## src/rtl/bin2bcd_seq_if.sv

```systemverilog
// Handshake and result bundle between a binary-to-BCD converter and its client.
// The client drives the start request and value; the converter returns busy/done and the digit bus.
interface bin2bcd_seq_if #(
    parameter int BIN_W = 20
);
    logic             iSTART;
    logic [BIN_W-1:0] iBIN;
    logic             oBUSY;
    logic             oDONE;
    logic             oOVF;
    logic [31:0]      oDIG;

    modport master (
        output iSTART, iBIN,
        input  oBUSY, oDONE, oOVF, oDIG
    );

    modport slave (
        input  iSTART, iBIN,
        output oBUSY, oDONE, oOVF, oDIG
    );
endinterface

```

## src/rtl/bin2bcd_seq.sv

```systemverilog
// Sequential double-dabble converter: one shift per input bit, start/done handshake,
// saturating packed-BCD result for a seven-segment digit bus.
//
// state | meaning
// IDLE  | waiting for iSTART; result outputs hold the last value
// SHIFT | add-3 then shift {scr, shReg}, one iteration per input bit
// DONE  | scratch holds the final BCD; publish it, optionally re-latch
module bin2bcd_seq #(
    parameter int BIN_W  = 20,
    parameter int DIGITS = 6
) (
    input logic          iCLK,
    input logic          iRST_N,
    bin2bcd_seq_if.slave bus
);
    // ceil(BIN_W*log10(2)) digits so the scratch register never truncates
    localparam int SCR_CALC = (BIN_W * 30103 + 99999) / 100000;
    localparam int SCR_D    = (SCR_CALC > DIGITS) ? SCR_CALC : DIGITS;
    localparam int SCR_W    = 4 * SCR_D;
    localparam int CNT_W    = $clog2(BIN_W + 1);

    typedef enum logic [1:0] {IDLE, SHIFT, DONE} stateE;

    stateE            state;
    logic [BIN_W-1:0] shReg;
    logic [SCR_W-1:0] scr;
    logic [SCR_W-1:0] scrAdj;
    logic [CNT_W-1:0] cnt;
    logic [31:0]      digNext;
    logic             ovfNext;

    always_comb begin
        scrAdj = scr;
        for (int k = 0; k < SCR_D; k++) begin
            if (scr[4*k +: 4] >= 4'd5) scrAdj[4*k +: 4] = scr[4*k +: 4] + 4'd3;
        end
    end

    // Digits above the display width signal overflow; the display then saturates to all 9s.
    always_comb begin
        digNext = '0;
        ovfNext = 1'b0;
        for (int k = 0; k < SCR_D; k++) begin
            if (k < DIGITS) digNext[4*k +: 4] = scr[4*k +: 4];
            else if (scr[4*k +: 4] != 4'd0) ovfNext = 1'b1;
        end
        if (ovfNext) begin
            for (int k = 0; k < DIGITS; k++) digNext[4*k +: 4] = 4'h9;
        end
    end

    always_ff @(posedge iCLK or negedge iRST_N) begin
        if (!iRST_N) begin
            state     <= IDLE;
            shReg     <= '0;
            scr       <= '0;
            cnt       <= '0;
            bus.oBUSY <= 1'b0;
            bus.oDONE <= 1'b0;
            bus.oOVF  <= 1'b0;
            bus.oDIG  <= '0;
        end else begin
            bus.oBUSY <= (state == SHIFT);
            bus.oDONE <= (state == DONE);
            case (state)
                IDLE: begin
                    if (bus.iSTART) begin
                        shReg <= bus.iBIN;
                        scr   <= '0;
                        cnt   <= CNT_W'(BIN_W);
                        state <= SHIFT;
                    end
                end
                SHIFT: begin
                    {scr, shReg} <= {scrAdj, shReg} << 1;
                    cnt          <= cnt - 1'b1;
                    if (cnt == CNT_W'(1)) state <= DONE;
                end
                DONE: begin
                    bus.oDIG <= digNext;
                    bus.oOVF <= ovfNext;
                    if (bus.iSTART) begin
                        shReg <= bus.iBIN;
                        scr   <= '0;
                        cnt   <= CNT_W'(BIN_W);
                        state <= SHIFT;
                    end else begin
                        state <= IDLE;
                    end
                end
                default: state <= IDLE;
            endcase
        end
    end
endmodule

```

## src/flat_wrapper.sv

```systemverilog
// flat-port wrapper written by rule: the top's interface ports become plain ports
module bin2bcd_seq_flat 
#(
    parameter int BIN_W  = 20,
    parameter int DIGITS = 6
)
  (iCLK, iRST_N, bus_iSTART, bus_iBIN, bus_oBUSY, bus_oDONE, bus_oOVF, bus_oDIG);
  bin2bcd_seq_if #(.BIN_W(BIN_W)) bus_i ();
  input logic iCLK;
  input logic iRST_N;
  input wire logic [$bits(bus_i.iSTART)-1:0] bus_iSTART;
  input wire logic [$bits(bus_i.iBIN)-1:0] bus_iBIN;
  output wire logic [$bits(bus_i.oBUSY)-1:0] bus_oBUSY;
  output wire logic [$bits(bus_i.oDONE)-1:0] bus_oDONE;
  output wire logic [$bits(bus_i.oOVF)-1:0] bus_oOVF;
  output wire logic [$bits(bus_i.oDIG)-1:0] bus_oDIG;
  assign bus_i.iSTART = bus_iSTART;
  assign bus_i.iBIN = bus_iBIN;
  assign bus_oBUSY = bus_i.oBUSY;
  assign bus_oDONE = bus_i.oDONE;
  assign bus_oOVF = bus_i.oOVF;
  assign bus_oDIG = bus_i.oDIG;
  bin2bcd_seq #(.BIN_W(BIN_W), .DIGITS(DIGITS)) u_core (.iCLK(iCLK), .iRST_N(iRST_N), .bus(bus_i));
endmodule
```

## config.mk

```make
export PLATFORM = sky130hd
export DESIGN_NAME = bin2bcd_seq_flat
export DESIGN_NICKNAME = d
export VERILOG_FILES = /design/src/rtl/bin2bcd_seq_if.sv /design/src/rtl/bin2bcd_seq.sv /design/src/flat_wrapper.sv
export SDC_FILE = /design/constraint.sdc
export NUM_CORES = 1
export LEC_CHECK = 0
export BUFFER_PORTS_ARGS = -buffer_cell sky130_fd_sc_hd__buf_2
export CAP_MARGIN = 20
export CORE_MARGIN = 3
export CORE_UTILIZATION = 43
export CTS_CLUSTER_SIZE = 10
export DETAILED_ROUTE_END_ITERATION = 8
export GPL_ROUTABILITY_DRIVEN = 0
export PLACE_DENSITY = 0.66
export RECOVER_POWER = 100
export SYNTH_ARGS = -nofsm -noshare
export SYNTH_HDL_FRONTEND = slang
export SYNTH_SLANG_ARGS = --single-unit
export TNS_END_PERCENT = 20
```

## constraint.sdc

```tcl
create_clock -name iCLK -period 1.7 [get_ports iCLK]
set_clock_uncertainty 0.1 [all_clocks]
set_input_delay 0.255 -clock iCLK [delete_from_list [all_inputs] [get_ports iCLK]]
set_output_delay 0.255 -clock iCLK [all_outputs]
set_load 0.01 [all_outputs]
```

==> results_dict.tcl, run 1 <==
set metrics [dict create \
    synth-edff-count 0 \
    r2r-start "u_core.scr[4]" \
    yosys_warnings 0 \
    fin_nets 456 \
    hold_class "primary input to register" \
    tightest_slew_ns 1.03 \
    min_period_ns 1.58 \
    synth_ff_type "dfrtp_1" \
    rrSetupSlack_ns 0.12 \
    hold_viol_final 0 \
    drv_cap 0 \
    p_per_area_nw_per_um2 1850 \
    crit_required_ns 1.89 \
    grt_pass1_vias 2933 \
    synth.most_common_cell "dfrtp_1" \
    routed_wl_microns 8190 \
    relSlewSlack_pct 31.4 \
    async_flop_share_pct 100 \
    yosysSeqAreaShare_pct 54.1 \
    layout.cells.non_filler 526 \
    rsz0062_at_grt "no" \
    core.rowCount 33 \
    netlist_area_sq_um 3790 \
    path_cells "inv_1 > ha_1 > nand2b_1 > a21oi_2 > mux2i_1 > a22o_1" \
    crit_start "u_core.scr[4]" \
    dieArea_sq_um 9990 \
    synthTopCellsByArea "dfrtp_1 (54%), ha_1 (5.6%), nand2_1 (4.8%)" \
    worstHoldPathCells 3 \
    power.leakage_uw 0.00202 \
    vias 2834 \
    grt_pass1_wl_microns 13800 \
    wire_per_inst_microns 15.6 \
    critPathTopFamily "flip-flops" \
    path_clk_slew_ns 0.09 \
    cts_tree "done" \
    detail-route-antenna-nets 0 \
    cts_sinks 82 \
    clk_latency_ns 0.36 \
    critPathBufInv 1 \
    via_per_inst 5.39 \
    synth_area_leader_cell "dfrtp_1" \
    worst_r2r_endpoint "u_core.scr[6]" \
    slowest_stage "dfrtp_1" \
    portBuffers 49 \
    synth-seq-cells 82 \
    finalMaxSlewViolations 0 \
    initial_core_util_pct 45.3 \
    drive_gt1_share_pct 14.7 \
    drc 0 \
    ys_types 37 \
    grt_use_total_pct 17.5 \
    min_from "bus_iBIN[8]" \
    antenna-diode-count 0 \
    cp-start-kind "register" \
    cts_max_path_buffers 2 \
    synthTopCellsByCount "dfrtp_1 (82), nand2_1 (49), a21oi_1 (20)" \
    antenna_found_initial 0 \
    die_h_microns 99.9 \
    boundaryPins 58 \
    rr_worst_depth 6 \
    placed_cells 497 \
    syn_avg_cell_area_sq_um 10.9 \
    numCtsBuffers 9 \
    hpwl_microns 5450 \
    criticalPathCategory "register to register" \
    min_to "u_core.shReg[8]" \
    timing.fmax_mhz 633 \
    overflow 0 \
    cts_max_level 3 \
    cp.arrival_ns 1.77 \
    finalSetupTns_ns 0 \
    drt_iter0_markers 107 \
    die_w_microns 99.9 \
    grt_max_degree 83 \
    total_power_uw 8160 \
    dr.pass1.iters 4 \
    syn_inst 347 \
    status "finished clean" \
    cp-end-kind "register" \
    coreArea_sq_um 8380 \
    ctsRootBufferMaster "clkbuf_8" \
    slowest_delay_ns 0.40 \
    syn2layout_area_growth_pct 16.2 \
    crit_fanout 4 \
    synth_top_cell_area_share_pct 54.1 \
    ir_worst_vdd_mv 0.749 \
    setup_viol 0 \
    post-route-period-util_pct 92.9 \
]
[kinds of logic after synthesis]
| group | synth area share, % |
|---|---|
| xor+xnor | 1.85 |
| compound gates | 19.1 |
| flops | 54.1 |
| mux | 1.58 |
| fa+ha+maj | 5.60 |
| simple gates | 11.2 |
| other cells | 0.0988 |
| buf+inv | 6.50 |
[worst max path at each step]
stage	endpoint	slack, ns	cells after the start
final	u_core.scr[6]	0.12	6
after floorplan	u_core.scr[6]	0.25	6
after CTS	u_core.scr[22]	0.03	6
after detailed placement	u_core.scr[22]	0.05	6
after global routing	u_core.scr[20]	0.02	3
after global placement	u_core.scr[6]	0.11	6
[power by group]
group          switching [uW]  leakage (uW)  internal (uW)
clock network             701     0.0000893            675
logic                    1860      0.000935           1540
registers                 616      0.000996           2770
[repair_timing]
action | CTS | global route
resized for setup | 0 | 10
hold buffers | 13 | 0
endpoints found under the setup margin | 0 | 13
setup buffers | 0 | 0
hold endpoints to repair | 94 | 0
[final cells by class]
class | count | area, sq um
Clock buffer | 11 | 131
Clock inverter | 5 | 55.1
Fill cell | 769 | 3970
Inverter | 18 | 67.6
Multi-Input combinational cell | 229 | 1520
Sequential cell | 82 | 2050
Tap cell | 105 | 131
Timing Repair Buffer | 76 | 448
[flip-flops by register name, summed over array words and instances (netlist names)]
signal            cells
u_core.bus.oDONE      1
u_core.cnt            5
u_core.bus.oOVF       1
u_core.shReg         20
u_core.bus.oBUSY      1
u_core.state          2
u_core.scr           28
u_core.bus.oDIG      24
[worst reg2reg max path: cells and delay by family, from the launching register on]
family	cells	cell delay [ns]
AND/OR/NAND/NOR	1	0.10
multiplexers	1	0.22
flip-flops	1	0.40
buffers and inverters	1	0.15
adder cells (fa/ha/maj)	1	0.22
AO/OA/AOI/OAI	2	0.34
[cells in the final DEF (no fill, tap or decap), types with 13 or more instances in the layout]
master,count
a22o_1,13
ha_1,17
dlygate4sd3_1,13
a22oi_1,19
clkbuf_1,30
a21oi_1,13
o21ai_0,17
nand2_1,49
o22ai_1,14
inv_1,14
buf_2,21
dfrtp_1,82
[stage by stage]
step	worst slack [ns]	util (%)	area [sq um]	hold WS, ns
after detailed placement	0.0542	49.6	4160	0.226
after global routing	0.0186	52.6	4410	0.00758
after global placement	0.109	49.6	4160	0.221
after CTS	0.0261	53.4	4470	0.0000529
after floorplan	0.245	-	3820	-0.141
final	0.121	52.6	4410	0.0168
[metal layers]
layer	global-route usage [%]	vias to the layer above	wire length (microns)
met4	5.99	0	120
met2	28.7	84	3950
met1	22.0	1382	3630
met3	5.35	16	495
li1	-	1352	-
met5	0	-	0
No activity file was read; power rests on OpenSTA's default activity.
==> run 2: changes to the inputs <==
--- a/config.mk
+++ b/config.mk
@@ -5,6 +5,7 @@
 export SDC_FILE = /design/constraint.sdc
 export NUM_CORES = 1
 export LEC_CHECK = 0
+export ABC_AREA = 1
 export BUFFER_PORTS_ARGS = -buffer_cell sky130_fd_sc_hd__buf_2
 export CAP_MARGIN = 20
 export CORE_MARGIN = 3
==> results_dict.tcl, run 2 <==
set metrics [dict create \
    status "finished clean" \
    worst_r2r_endpoint "u_core.bus.oDIG[20]" \
    final_cell_mix "nand2_1 (197), dfrtp_1 (82), nand3_1 (53)" \
    cts_max_path_buffers 2 \
    rsz0062_at_grt "no" \
    largest_register_ffs 28 \
    boundaryPins 58 \
    placed_cells 664 \
    largestRegisters "u_core.scr x28, u_core.bus.oDIG x24, u_core.shReg x20" \
    min_period_ns 1.50 \
    cp.arrival_ns 1.62 \
    hold_class "primary input to register" \
    core.rowCount 34 \
    antenna_found_initial 0 \
    netlist_area_sq_um 4080 \
    worstHoldPathCells 3 \
    async_flop_share_pct 100 \
    cts_tree "done" \
    criticalPathCategory "register to register" \
    yosys_warnings 0 \
    post-route-period-util_pct 88.5 \
    syn_avg_cell_area_sq_um 8.20 \
    grt_pass1_wl_microns 14400 \
    die_h_microns 103 \
    final_common_cell "nand2_1" \
    critPathBufInv 1 \
    rr_worst_depth 5 \
    setup_viol 0 \
    fin_nets 590 \
    timing.fmax_mhz 664 \
    power.leakage_uw 0.00233 \
    ir_worst_vdd_mv 0.684 \
    portBuffers 49 \
    synth_top_cell_area_share_pct 50.2 \
    cp-start-kind "register" \
    cts_sinks 82 \
    grt_max_degree 40 \
    numCtsBuffers 9 \
    initial_core_util_pct 45.5 \
    cts_max_level 3 \
    largest-register "u_core.scr" \
    multi_input_area_sq_um 1710 \
    coreArea_sq_um 8980 \
    finalMaxSlewViolations 0 \
    path_clk_slew_ns 0.08 \
    min_to "u_core.shReg[18]" \
    grt_use_total_pct 16.9 \
    clk_latency_ns 0.35 \
    die_w_microns 103 \
    hold_viol_final 0 \
    fill_cells 894 \
    slowest_stage "dfrtp_1" \
    grt_pass1_vias 3199 \
    drt_iter0_markers 190 \
    pre_cts_slack_ns 0.0903 \
    synth.most_common_cell "nand2_1" \
    overflow 0 \
    synthTopCellsByCount "nand2_1 (198), dfrtp_1 (82), nand3_1 (53)" \
    relSlewSlack_pct 55.6 \
    drc 0 \
    crit_fanout 10 \
    synth-edff-count 0 \
    via_per_inst 4.99 \
    hpwl_microns 5880 \
    fin_ws_ns 0.195 \
    synthTopCellsByArea "dfrtp_1 (50%), nand2_1 (18%), nand3_1 (6.5%)" \
    tightest_slew_ns 0.666 \
    syn2layout_area_growth_pct 12.9 \
    syn_inst 498 \
    synth_area_leader_cell "dfrtp_1" \
    wire_per_inst_microns 12.3 \
    drive_gt1_share_pct 9.21 \
    antenna-diode-count 0 \
    yosysSeqAreaShare_pct 50.2 \
    synth_ff_type "dfrtp_1" \
    cp-end-kind "register" \
    r2r-start "u_core.scr[24]" \
    slowest_delay_ns 0.40 \
    crit_required_ns 1.81 \
    routed_wl_microns 8380 \
    critPathTopFamily "simple AND/OR/NAND/NOR gates" \
    rrSetupSlack_ns 0.20 \
    regArea_sq_um 2050 \
    path_cells "inv_1 > ha_1 > nand3_1 > nand2_2 > o211ai_1" \
    ctsRootBufferMaster "clkbuf_8" \
    finalSetupTns_ns 0 \
    synth-seq-cells 82 \
    detail-route-antenna-nets 0 \
    dieArea_sq_um 10700 \
    layout.cells.non_filler 680 \
    ys_types 21 \
    vias 3395 \
    drv_cap 0 \
    p_per_area_nw_per_um2 1890 \
    dr.pass1.iters 5 \
    min_from "bus_iBIN[18]" \
]
run 2: report_power, final:
part | switching, uW | total [uW] | internal (uW)
logic | 2460 | 3860 | 1400
clock network | 686 | 1500 | 817
registers | 590 | 3370 | 2780
total | 3740 | 8730 | 4990
run 2: metal layers:
layer | track usage [%] | part of all wire, %
met4 | 4.18 | 0.92
met1 | 23.1 | 47
met5 | 0 | 0
met3 | 4.23 | 6.5
met2 | 27.2 | 46
run 2: logic make-up after synthesis:
logic type	Yosys count	share of synthesized area [%]
buffers and inverters	68	8.52
and+or+nand+nor	279	28.6
AOI/OAI and AO/OA	51	7.38
other	1	0.0918
adders and majority gates	17	5.21
DFF	82	50.2
run 2: worst max-delay path by stage:
| stage | cells after the start | from | slack (ns) | to |
|---|---|---|---|---|
| 6_report | 5 | u_core.scr[24] | 0.20 | u_core.bus.oDIG[20] |
| 3_5_place_dp | 5 | u_core.scr[24] | 0.09 | u_core.bus.oDIG[20] |
| 2_1_floorplan | 5 | u_core.scr[24] | 0.36 | u_core.bus.oDIG[0] |
| 5_1_grt | 5 | u_core.scr[24] | 0.03 | u_core.bus.oDIG[20] |
| 4_1_cts | 5 | u_core.scr[24] | 0.08 | u_core.bus.oDIG[20] |
| 3_3_place_gp | 5 | u_core.scr[24] | 0.17 | u_core.bus.oDIG[7] |
run 2: area by class of cell:
class                      count  share of cell area [%]
inverter                      43                    3.56
clock buffer                  10                    2.77
tap                          126                    3.42
sequential                    82                    44.5
multi-input combinational    355                    37.2
clock inverter                 5                    1.74
timing repair buffer          59                    6.84
run 2: worst reg2reg max path, stage by stage, from the launching register on:
cell and delay (ns):
dfrtp_1 0.40, inv_1 0.12, ha_1 0.16, nand3_1 0.22, nand2_2 0.25, o211ai_1 0.12
run 2: what timing repair did:
item | 4_1_cts | 5_1_grt
hold buffers | 1 | 0
hold endpoints to repair | 23 | 0
setup buffers | 0 | 0
resized for setup | 0 | 1
setup endpoints to repair | 0 | 9
run 2: metrics by stage:
step / area [sq um] / total power, uW / util (%) / hold WS, ns
final: 4610 / 8730 / 51.4 / 0.0213
after CTS: 4650 / 8900 / 51.9 / 0.00156
after global placement: 4440 / 7170 / 49.4 / 0.0891
after detailed placement: 4440 / 7360 / 49.4 / 0.0870
after floorplan: 4110 / 6400 / - / -0.141
after global routing: 4610 / 9690 / 51.4 / 0.0205
